`src/rtl/lsu_align_ext.sv`:
```
// lsu_align_ext: load/store lane steering, byte enables, load extension and split of word-crossing accesses
module lsu_align_ext #(
  parameter int XLEN             = 64,
  parameter int ADDR_W           = 64,
  parameter int ALLOW_MISALIGNED = 1
) (
  input  logic                clk,
  input  logic                rst_n,
  input  logic                reqValid_i,
  output logic                reqReady_o,
  input  logic                reqWrite_i,
  input  logic [1:0]          reqSize_i,
  input  logic                reqSigned_i,
  input  logic [ADDR_W-1:0]   reqAddr_i,
  input  logic [XLEN-1:0]     reqWData_i,
  output logic                memValid_o,
  input  logic                memReady_i,
  output logic                memWrite_o,
  output logic [ADDR_W-1:0]   memAddr_o,
  output logic [XLEN-1:0]     memWData_o,
  output logic [XLEN/8-1:0]   memBe_o,
  input  logic                memRValid_i,
  input  logic [XLEN-1:0]     memRData_i,
  output logic                rspValid_o,
  output logic [XLEN-1:0]     rspData_o,
  output logic                rspErr_o
);
  localparam int NB = XLEN / 8;
  localparam int OW = $clog2(NB);
  localparam int BW = 2 * NB;
  localparam logic [2:0] IDLE = 3'd0, ISSUE0 = 3'd1, WAIT0 = 3'd2, ISSUE1 = 3'd3, WAIT1 = 3'd4, RESP = 3'd5;
  logic [2:0]        state_q, state_d;
  logic [ADDR_W-1:0] addr_q, addr_d, base, mem_addr_q, mem_addr_d;
  logic [XLEN-1:0]   wdata_q, wdata_d, lo_q, lo_d, hi_q, hi_d, raw, mask, ext;
  logic [XLEN-1:0]   mem_wdata_q, mem_wdata_d, rsp_data_q, rsp_data_d;
  logic [1:0]        size_q, size_d;
  logic              sgn_q, sgn_d, wr_q, wr_d;
  logic              ready_q, mem_valid_q, mem_write_q, rsp_valid_q, rsp_err_q, rsp_err_d;
  logic [NB-1:0]     mem_be_q, mem_be_d;
  logic              accept, misal, split, err, sign_bit, iss0, iss1;
  logic [OW-1:0]     off;
  logic [4:0]        sz;
  logic [7:0]        bits;
  logic [BW-1:0]     be_w;
  logic [2*XLEN-1:0] wd_w;
  always_comb begin
    accept  = reqValid_i && state_q == IDLE;
    addr_d  = accept ? reqAddr_i : addr_q;
    wdata_d = accept ? reqWData_i : wdata_q;
    size_d  = accept ? reqSize_i : size_q;
    sgn_d   = accept ? reqSigned_i : sgn_q;
    wr_d    = accept ? reqWrite_i : wr_q;
    off     = addr_d[OW-1:0];
    sz      = 5'd1 << size_d;
    misal   = (5'(off) & (sz - 5'd1)) != 5'd0;
    split   = 5'(off) + sz > 5'(NB);
    err     = (XLEN == 32 && size_d == 2'd3) || (misal && ALLOW_MISALIGNED == 0);
    base    = {addr_d[ADDR_W-1:OW], {OW{1'b0}}};
    be_w    = ((BW'(1) << sz) - BW'(1)) << off;
    wd_w    = {{XLEN{1'b0}}, wdata_d} << {off, 3'b000};
    lo_d    = (state_q == WAIT0 && memRValid_i) ? memRData_i : accept ? '0 : lo_q;
    hi_d    = (state_q == WAIT1 && memRValid_i) ? memRData_i : accept ? '0 : hi_q;
    raw     = XLEN'({hi_d, lo_d} >> {off, 3'b000});
    bits    = 8'd8 << size_d;
    // a shift by the full width yields 0, so the mask saturates to all ones for full-word loads
    mask     = (XLEN'(1) << bits) - XLEN'(1);
    sign_bit = |(raw & (mask ^ (mask >> 1)));
    ext      = (raw & mask) | ((sgn_d && sign_bit) ? ~mask : '0);
    state_d = state_q == IDLE   ? (accept ? (err ? RESP : ISSUE0) : IDLE)
            : state_q == ISSUE0 ? (!memReady_i ? ISSUE0 : wr_q ? (split ? ISSUE1 : RESP) : WAIT0)
            : state_q == WAIT0  ? (!memRValid_i ? WAIT0 : split ? ISSUE1 : RESP)
            : state_q == ISSUE1 ? (!memReady_i ? ISSUE1 : wr_q ? RESP : WAIT1)
            : state_q == WAIT1  ? (memRValid_i ? RESP : WAIT1)
            : IDLE;
    iss0        = state_d == ISSUE0;
    iss1        = state_d == ISSUE1;
    mem_addr_d  = iss0 ? base : iss1 ? base + ADDR_W'(NB) : '0;
    mem_be_d    = iss0 ? be_w[NB-1:0] : iss1 ? be_w[BW-1:NB] : '0;
    mem_wdata_d = !wr_d ? '0 : iss0 ? wd_w[XLEN-1:0] : iss1 ? wd_w[2*XLEN-1:XLEN] : '0;
    rsp_err_d   = accept && err;
    rsp_data_d  = (state_d == RESP && state_q != IDLE && !wr_q) ? ext : '0;
  end
  always_ff @(posedge clk or negedge rst_n) begin
    if (!rst_n) begin
      state_q     <= IDLE;
      addr_q      <= '0;
      wdata_q     <= '0;
      size_q      <= '0;
      sgn_q       <= 1'b0;
      wr_q        <= 1'b0;
      lo_q        <= '0;
      hi_q        <= '0;
      ready_q     <= 1'b1;
      mem_valid_q <= 1'b0;
      mem_write_q <= 1'b0;
      mem_addr_q  <= '0;
      mem_wdata_q <= '0;
      mem_be_q    <= '0;
      rsp_valid_q <= 1'b0;
      rsp_data_q  <= '0;
      rsp_err_q   <= 1'b0;
    end else begin
      state_q     <= state_d;
      addr_q      <= addr_d;
      wdata_q     <= wdata_d;
      size_q      <= size_d;
      sgn_q       <= sgn_d;
      wr_q        <= wr_d;
      lo_q        <= lo_d;
      hi_q        <= hi_d;
      ready_q     <= state_d == IDLE;
      mem_valid_q <= iss0 || iss1;
      mem_write_q <= (iss0 || iss1) && wr_d;
      mem_addr_q  <= mem_addr_d;
      mem_wdata_q <= mem_wdata_d;
      mem_be_q    <= mem_be_d;
      rsp_valid_q <= state_d == RESP;
      rsp_data_q  <= rsp_data_d;
      rsp_err_q   <= rsp_err_d;
    end
  end
  assign reqReady_o = ready_q;
  assign memValid_o = mem_valid_q;
  assign memWrite_o = mem_write_q;
  assign memAddr_o  = mem_addr_q;
  assign memWData_o = mem_wdata_q;
  assign memBe_o    = mem_be_q;
  assign rspValid_o = rsp_valid_q;
  assign rspData_o  = rsp_data_q;
  assign rspErr_o   = rsp_err_q;
endmodule

```
`config.mk`:
```
export PLATFORM = sky130hd
export DESIGN_NAME = lsu_align_ext
export DESIGN_NICKNAME = d
export VERILOG_FILES = /design/src/rtl/lsu_align_ext.sv
export SDC_FILE = /design/constraint.sdc
export NUM_CORES = 1
export LEC_CHECK = 0
export ABC_AREA = 1
export BUFFER_PORTS_ARGS = -buffer_cell sky130_fd_sc_hd__buf_2
export CORE_MARGIN = 8
export CORE_UTILIZATION = 46
export CTS_CLUSTER_SIZE = 14
export DETAILED_ROUTE_END_ITERATION = 10
export PLACE_DENSITY_LB_ADDON = 0.3
export SLEW_MARGIN = 25
export SYNTH_ARGS = -nofsm -noshare
export SYNTH_HDL_FRONTEND = slang
export SYNTH_SLANG_ARGS = --single-unit
```
`constraint.sdc`:
```
create_clock -name clk -period 3.68 [get_ports clk]
set_clock_uncertainty 0.05 [all_clocks]
set_input_delay 0.552 -clock clk [delete_from_list [all_inputs] [get_ports clk]]
set_output_delay 0.552 -clock clk [all_outputs]
set_load 0.01 [all_outputs]
```
# Word level (Yosys, flattened, before mapping)
# Index checks and enable logic that the tools add are counted.
# op_classes
addsub,4
magnitude_cmp,1
eq_ne,7
shifts,7
n_mux,31
n_bitwise,5
reduce_logical,13
# op_table
op,count
$mux 64,13
$and 64x64->64,2
$shl 64x6->128,1
$shr 128x6->64,1
$add 64x4->64 const B,1
$not 64->64,1
$or 64x64->64,1
$reduce_or 64->1,1
$shl 1x8->64 const A,1
$sub 64x2->64 const B,1
$xor 64x63->64,1
$mux 3,10
$mux 8,2
$shl 1x5->16 const A,1
$shl 16x3->16,1
$sub 16x2->16 const B,1
$eq 3x2->1 const B,3
$shl 4x2->8 const A,1
$logic_and 1x1->1,7
$eq 3x1->1 const B,2
$eq 3x3->1 const B,2
$logic_not 3->1,2
$add 3x5->5,1
$gt 5x4->1 const B,1
6 further kinds,10
# totals
reg_bits,467
input_bits,201
out_inout_bits,205
wordCells,84

# Longest topological paths before layout
# Gate-level depths: netlist of run 1.
# depth
word_depth,15
ltp_mapped,23
depth_no_buf,21

# Worst setup path after synthesis of run 1
# OpenSTA, ideal clock, no wires.
# synth_path
kind,reg2reg
startpoint,reg state_q[0]
endpoint,reg mem_addr_q[58] (netlist: memAddr_o[58])
setup_time_ps,150
t_arrival_ps,3501
t_required_ps,3480
setup_slack_ps,-21
stages_incl_launch_ff,20
path_buffers,5
synth_period_minus_slack_ps,3701
path_cell_list,dfrtp_1 > nor2_4 > nand3_4 > buf_6 > o21ai_4 > buf_2 > buf_2 > buf_1 > fa_1 > nor2_1 > nand3_1 > nand3_1 > nand3_1 > nand2_2 > nand2_1 > nand2_2 > inv_1 > nand2_1 > buf_2 > o22ai_2
# synth_via
elab_cells_between_ends,26
classes_between,add/sub: 2; order compare: 1; eq/ne: 6; shift: 1; mux: 14; reduce/logical: 2
# synth_lines
element,line,rtl
"start, declared",32,"logic [2:0] state_q, state_d;"
"start signal, assigned",103,state_q <= state_d;
$logic_not 3->1 (*),47,accept = reqValid_i && state_q == IDLE;
$logic_and 1x1->1 (*),47,
$mux 64 (*),48,addr_d = accept ? reqAddr_i : addr_q;
net addr_d[1],33,"logic [ADDR_W-1:0] addr_q, addr_d, base, mem_addr_q, mem_addr_d;"
$add 3x5->5 (*),56,split = 5'(off) + sz > 5'(NB);
$gt 5x4->1 (*),56,
$mux 3 (*),"70, 71",
"$mux 3, on equally long branches (2 in a row)","71, 70",
$mux 3 (*),70,: state_q == ISSUE0 ? (!memReady_i ? ISSUE0 : wr_q ? (split ? ISSUE1 : RESP) : WAIT0)
$mux 3 (*),69,state_d = state_q == IDLE ? (accept ? (err ? RESP : ISSUE0) : IDLE)
net state_d[1],32,
$eq 3x2->1,76,iss1 = state_d == ISSUE1;
$mux 64,77,mem_addr_d = iss0 ? base : iss1 ? base + ADDR_W'(NB) : '0;
$mux 64 (*),77,
net mem_addr_d[58],33,
"end signal, assigned",114,mem_addr_q <= mem_addr_d;
"end, declared",33,
# Mark *: on every way through the listed nets, which the timed path passes. The rest lies on a longest branch.

# Final worst setup path of run 1
# layout_path
startpoint,reg state_q[1]
endpoint,reg mem_addr_q[61] (netlist: memAddr_o[61])
# layout_via
elab_cells_between_ends,26
classes_between,add/sub: 2; order compare: 1; eq/ne: 6; shift: 1; mux: 14; reduce/logical: 2
# layout_lines
element,line
$logic_not 3->1,47
$logic_and 1x1->1,47
$mux 64,48
net addr_d[4],33
$add 64x4->64,77
$mux 64 (2 in a row),77
net mem_addr_d[61],33
# The timed path passes the listed nets, and every way through them passes these cells.

==> run metrics, run 1 <==
status=complete, no violations; Post-Place Worst Slack=0.0413 ns; clock sinks=456; slowest stage delay, CP=0.44 ns; post-synthesis cell type count=50; Final Cycle Share=94.3%; worst skew pair latency=0.61 ns; synth-to-layout area growth=24.3%; # fillers=5,032; Hold/Removal Path Class=in2reg; Synth Flop Type=dfrtp_1; 1st-iter DRT viols=between 3k and 4k; die area=~62,000 um^2; vias per std cell=5.62; root buffer cell=clkbuf_16; Worst-path clk slew=0.06 ns; critical path's top delay family=simple AND/OR/NAND/NOR gates; TNS Setup=0 ns; Via Count=25.4k; Die H=249 um; Fin Hold WS=between 0.15 and 0.2 ns; synthesized area=~25,000 um^2; switching power share of the total=roughly 49%; I/O pin count=406; number of flops mapped to enable cells by yosys=0; worst path required time=around 4 ns; final setup vio count=0; CTS Buf Count=50; FP Rows=between 80 and 90; vias in the first global route=24.4k; share of the synthesized area in the top cell type=45.5%; DP Wirelength=about 71,000 um; crit-path cells=nor2_4, nand3_4, buf_4, clkinv_2, buf_4, nand2_1, nand2_1, ha_1, inv_1, nor2_4, nand2_1, nor2_1, nand2_1, nor3_2, xor2_1, o22ai_2; Max Root-Sink Buffers=3; WP data arrival=3.90 ns; largest cells by area after synthesis=dfrtp_1, nand2_1, o21ai_0; Slowest-stage cell, CP=dfrtp_2; fin util=between 50 and 60%; Slew Limit Fails=0; Ys Warns=0; initial antenna violation count=7; Int Power=17,300 uW; non-filler instance count after layout=4,516; final net count=3,984; Crit path top cell by count=nand2_1; Slew @ Worst Pin=0.892 ns; Levels on crit path=16; power share of the combinational group=62.0%; FF/Latch Area=11,400 um^2; power per cell area=1090 nW/um^2; global placement routability congestion=between 0.9 and 1; Max Cap Violations=0; H-Tree Depth=2; startpoint class of the critical path=register; final setup margin=about 0.21 ns; largest area contributor in the netlist=dfrtp_1; Starting Density=46.5%; area of the multi-input gates=roughly 12,000 um^2; GRT overflow=0; Clock Power Share=16.1%; DRT antenna net count=0; core area=53,800 um^2; first-pass GRT wire length=148,000 um; Fin. Hold Viols=0; endpoint class of the critical path=register; final WL=just under 100,000 um; sequential power share=approximately 22%; count leader, synth=nand2_1; Worst Hold Path Cells=3; Syn Inst Count=3,269; Rel. slew slack=39.9%; Worst R2R Path Depth=16; Pre-antenna DRT Iters=8; Post-synth top cells=nand2_1, dfrtp_1, o21ai_0; CTS tree=built; PortBufs=401; type of the worst setup path=reg2reg; DR DRC count=0; CP Buf/Inv Count=4; Crit Path Max Fanout=21; Leakage=0.0161 uW; switching pwr=16,700 uW; gr usage total=30.3%; largest net degree at the start of global routing=155; Die Span X=between 200 and 250 um; Worst VDD drop=~0.00077 V; drt wl/cell=21.6 um; Syn Area/Cell=7.66 um^2; Seq/Total Area, Yosys=a little under half; ys async rst share=100%; Tmin final=3.47 ns; Max Fclk=288 MHz; #FFs+latches synth=456; DP Cell Count=about 4.4k; layout cells sized above 1=24.1%
[registers in the layout (all words and copies together) (netlist names), 2 cells and up]
register	flops
addr_q	64
lo_q	64
memWData_o	64
rspData_o	64
wdata_q	64
memAddr_o	61
hi_q	56
memBe_o	8
state_q	3
size_q	2
[power groups by stage]
stage / Clock, uW / Combinational [uW] / Sequential, uW
after floorplan: 0 / 12900 / 7550
after global placement: 0 / 20300 / 7490
after detailed placement: 0 / 20400 / 7530
after CTS: 5540 / 20500 / 7450
after global routing: 5720 / 23000 / 7580
final: 5480 / 21100 / 7450
[path summary, 6_finish.rpt]
check                         startpoint             to  slack, ns
setup / recovery              state_q[1]  memAddr_o[61]       0.21
hold / removal             reqAddr_i[19]     addr_q[19]       0.17
setup reg to reg              state_q[1]  memAddr_o[61]       0.21
hold reg to reg                  lo_q[5]        lo_q[5]       0.44
max in group asynchronous          rst_n     state_q[1]       2.00
min in group asynchronous          rst_n       hi_q[26]       0.49
[layer usage]
| layer | track usage (%) | up-vias | wire [um] |
|---|---|---|---|
| met5 | 0 | - | 27 |
| met4 | 15.3 | 4 | 5530 |
| met3 | 5.41 | 269 | 8630 |
| met2 | 48.4 | 1429 | 44700 |
| met1 | 39.3 | 11900 | 38600 |
| li1 | - | 11800 | - |
[cells in the final DEF (no fill, tap or decap), drive strengths merged, types with 4 or more instances in the layout]
cell type / Yosys / final
a21oi: 16 / 16
a22oi: 15 / 15
a31oi: 28 / 28
a32oi: 6 / 6
and2: 6 / 6
buf: 126 / 680
bufinv: 0 / 8
clkbuf: 102 / 65
clkinv: 2 / 15
clkinvlp: 0 / 4
conb: 1 / 4
dfrtp: 455 / 455
diode: 0 / 4
ha: 5 / 5
inv: 291 / 292
mux2i: 37 / 37
nand2: 800 / 800
nand3: 206 / 206
nand4: 72 / 72
nor2: 341 / 341
nor3: 31 / 31
o211ai: 33 / 33
o21a: 8 / 8
o21ai: 476 / 476
o221ai: 23 / 23
o22ai: 63 / 63
or2: 57 / 57
xor2: 57 / 57
[cell type report]
| cell class | instances | share of cell area [%] |
|---|---|---|
| multi-input combinational | 2295 | 37.0 |
| sequential | 456 | 36.7 |
| timing repair buffer | 681 | 14.3 |
| clock buffer | 65 | 4.56 |
| inverter | 293 | 3.54 |
| tap | 696 | 2.80 |
| clock inverter | 26 | 1.15 |
| antenna | 4 | 0.0321 |
[cell families (layout without fill, tap and decap cells)]
family	Yosys count	count (layout)	synth area share [%]
AO/OA/AOI/OAI	670	670	15.7
XOR/XNOR	57	57	1.99
adder cells (fa/ha/maj)	6	6	0.330
buffers and inverters	521	1065	8.82
flip-flops	456	456	45.6
multiplexers	37	37	1.48
other	1	8	0.0150
AND/OR/NAND/NOR	1521	1521	26.1
[through the flow]
stage                     power [uW]  area (um^2)
final                          34000        31100
after global routing           36300        31100
after CTS                      33500        31100
after detailed placement       27900        29300
after global placement         27800        29300
after floorplan                20400        25100
[repair_timing]
action	4_1_cts	5_1_grt
hold buffers	1	0
resized for setup	0	15
endpoints found under the setup margin	0	196
endpoints found under the hold margin	68	0
buffers inserted	0	3
[tightest hold or removal path: cells and delay by family]
| family | cells | cell delay, ns |
|---|---|---|
| AOI/OAI and AO/OA | 1 | 0.09 |
| buffers and inverters | 2 | 0.15 |
Power figures use the tool's default switching activity.
==> run 2, diff against run 1 <==
--- a/config.mk
+++ b/config.mk
@@ -12,6 +12,7 @@
 export CTS_CLUSTER_SIZE = 14
 export DETAILED_ROUTE_END_ITERATION = 10
 export PLACE_DENSITY_LB_ADDON = 0.3
+export RECOVER_POWER = 25
 export SLEW_MARGIN = 25
 export SYNTH_ARGS = -nofsm -noshare
 export SYNTH_HDL_FRONTEND = slang
==> run metrics, run 2 (synthesis results as in run 1) <==
M1 WL=38,500 um (-0.27%); fin util=57.8% (about the same); Worst R2R Path Depth=17 (+1); Pre-antenna DRT Iters=9 (+1); H-Tree Depth=2 (unchanged); final setup vio count=0 (unchanged); largest net degree at the start of global routing=155 (unchanged); Worst Hold Path Cells=3 (unchanged); root buffer cell=clkbuf_16; layout cells sized above 1=24.0% (-0.052 points); Crit path top cell by count=nor2_4; FP Rows=85 (unchanged); Tmin final=3.47 ns (-0.00387 ns); startpoint class of the critical path=register; Max Fclk=289 MHz (+0.11%); final net count=3,984 (unchanged); Max Root-Sink Buffers=3 (unchanged); CP Buf/Inv Count=2 (-2); Via Count=25.3k (-0.32%); Starting Density=46.5% (unchanged); CP startpoint=state_q[1]; Die H=249 um (unchanged); failing checks=max-capacitance violations, max-slew violations; Slowest-stage cell, CP=dfrtp_2; power per cell area=1090 nW/um^2 (about the same); slowest stage delay, CP=0.44 ns (about the same); Worst VDD drop=0.000766 V (about the same); CTS tree=built; Worst-path clk slew=0.06 ns (about the same); Hold/Removal Path Class=in2reg; Leakage=0.0161 uW (about the same); worst path required time=4.15 ns (+0.04 ns); die area=62,200 um^2 (unchanged); worst skew pair latency=0.61 ns (about the same); TNS Setup=0 ns (unchanged); 1st-iter DRT viols=3,175 (-0.063%); Levels on crit path=17 (+1); status=finished, violations left; WP data arrival=3.94 ns (+0.04 ns); most frequent cells in the layout=nand2_1, dfrtp_1, o21ai_0; Die Span X=249 um (unchanged); clock sinks=456 (unchanged); DR DRC count=0 (unchanged); met3 wire length=8680 um (+0.57%); Slew @ Worst Pin=2.08 ns (+1.19 ns); drt wl/cell=21.6 um (about the same); synth-to-layout area growth=24.3% (about the same); initial antenna violation count=7 (unchanged); I/O pin count=406 (unchanged); Max Cap Violations=1 (+1); Fin. Hold Viols=0 (unchanged); PortBufs=401 (unchanged); DP Cell Count=4,417 (unchanged); CTS Buf Count=50 (unchanged); global placement routability congestion=0.970 (unchanged); GRT overflow=0 (unchanged); gr usage total=30.3% (unchanged); vias per std cell=5.60 (-0.32%); Final Cycle Share=94.2% (-0.11 points); DP Wirelength=71,400 um (unchanged); type of the worst setup path=reg2reg; core area=53,800 um^2 (unchanged); vias in the first global route=24.4k (unchanged); critical path's top delay family=simple AND/OR/NAND/NOR gates; non-filler instance count after layout=4,516 (unchanged); DRT antenna net count=0 (unchanged); first-pass GRT wire length=148,000 um (unchanged); Hold Startpoint=reqAddr_i[19]; Rel. slew slack=-38.6% (-79 points); top layer in use=met5; crit-path cells=nor2_4, nand4_1, nand2_4, nor2_4, ha_2, fa_1, nand3b_1, nand3_1, nand3_2, nand3_1, nand2_2, a21oi_4, nand2_2, nor2_4, inv_2, buf_4, nor2_1; Fin Hold WS=0.167 ns (-0.000170 ns); RR Startpoint=state_q[1]; most common cell after layout, fill and taps aside=nand2_1; Crit Path Max Fanout=28 (+33%); DR WL met2=44,800 um (+0.13%); final WL=97,500 um (about the same); endpoint class of the critical path=register; Slew Limit Fails=72 (+72)
## run 2: per-stage QoR
step	instance area [um^2]	power [uW]	setup WS, ns
2_1_floorplan	25100	20400	0.00607
3_3_place_gp	29300	27800	0.0541
3_5_place_dp	29300	27900	0.0413
4_1_cts	31100	33500	0.0546
5_1_grt	31100	36300	-0.0250
6_report	31100	34000	0.214
## run 2: what timing repair did
action	4_1_cts	5_1_grt
hold buffers	1	0
buffers inserted	0	3
hold endpoints to repair	68	0
resized for setup	0	15
endpoints found under the setup margin	0	196
## run 2: tightest hold or removal path: stages
cell and delay, ns:
buf_2 0.09, o21ai_2 0.09, inv_1 0.06
## run 2: final cells by class
cell class	count	area [um^2]
Clock buffer	65	1420
Clock inverter	26	359
Multi-Input combinational cell	2295	11500
Timing Repair Buffer	681	4430
Inverter	293	1100
Tap cell	696	871
Sequential cell	456	11400
Fill cell	5035	22700
Antenna cell	4	10.0
## run 2: power breakdown
part | internal (uW) | switching, uW
registers | 6830 | 620
logic | 7230 | 13800
clock network | 3280 | 2190
## run 2: path summary, 6_finish.rpt
| path | end | slack [ns] |
|---|---|---|
| worst max-delay path | memWData_o[7] | 0.21 |
| worst min-delay path | addr_q[19] | 0.17 |
| worst max register to register | memWData_o[7] | 0.21 |
| worst min register to register | lo_q[5] | 0.44 |
| max in group asynchronous | state_q[1] | 0.95 |
| min in group asynchronous | hi_q[26] | 1.04 |
## run 2: routing by layer
metal	global-route usage [%]	up-vias
met1	39.3	11900
met5	0	-
met3	5.41	261
li1	-	11800
met4	15.3	4
met2	48.4	1407
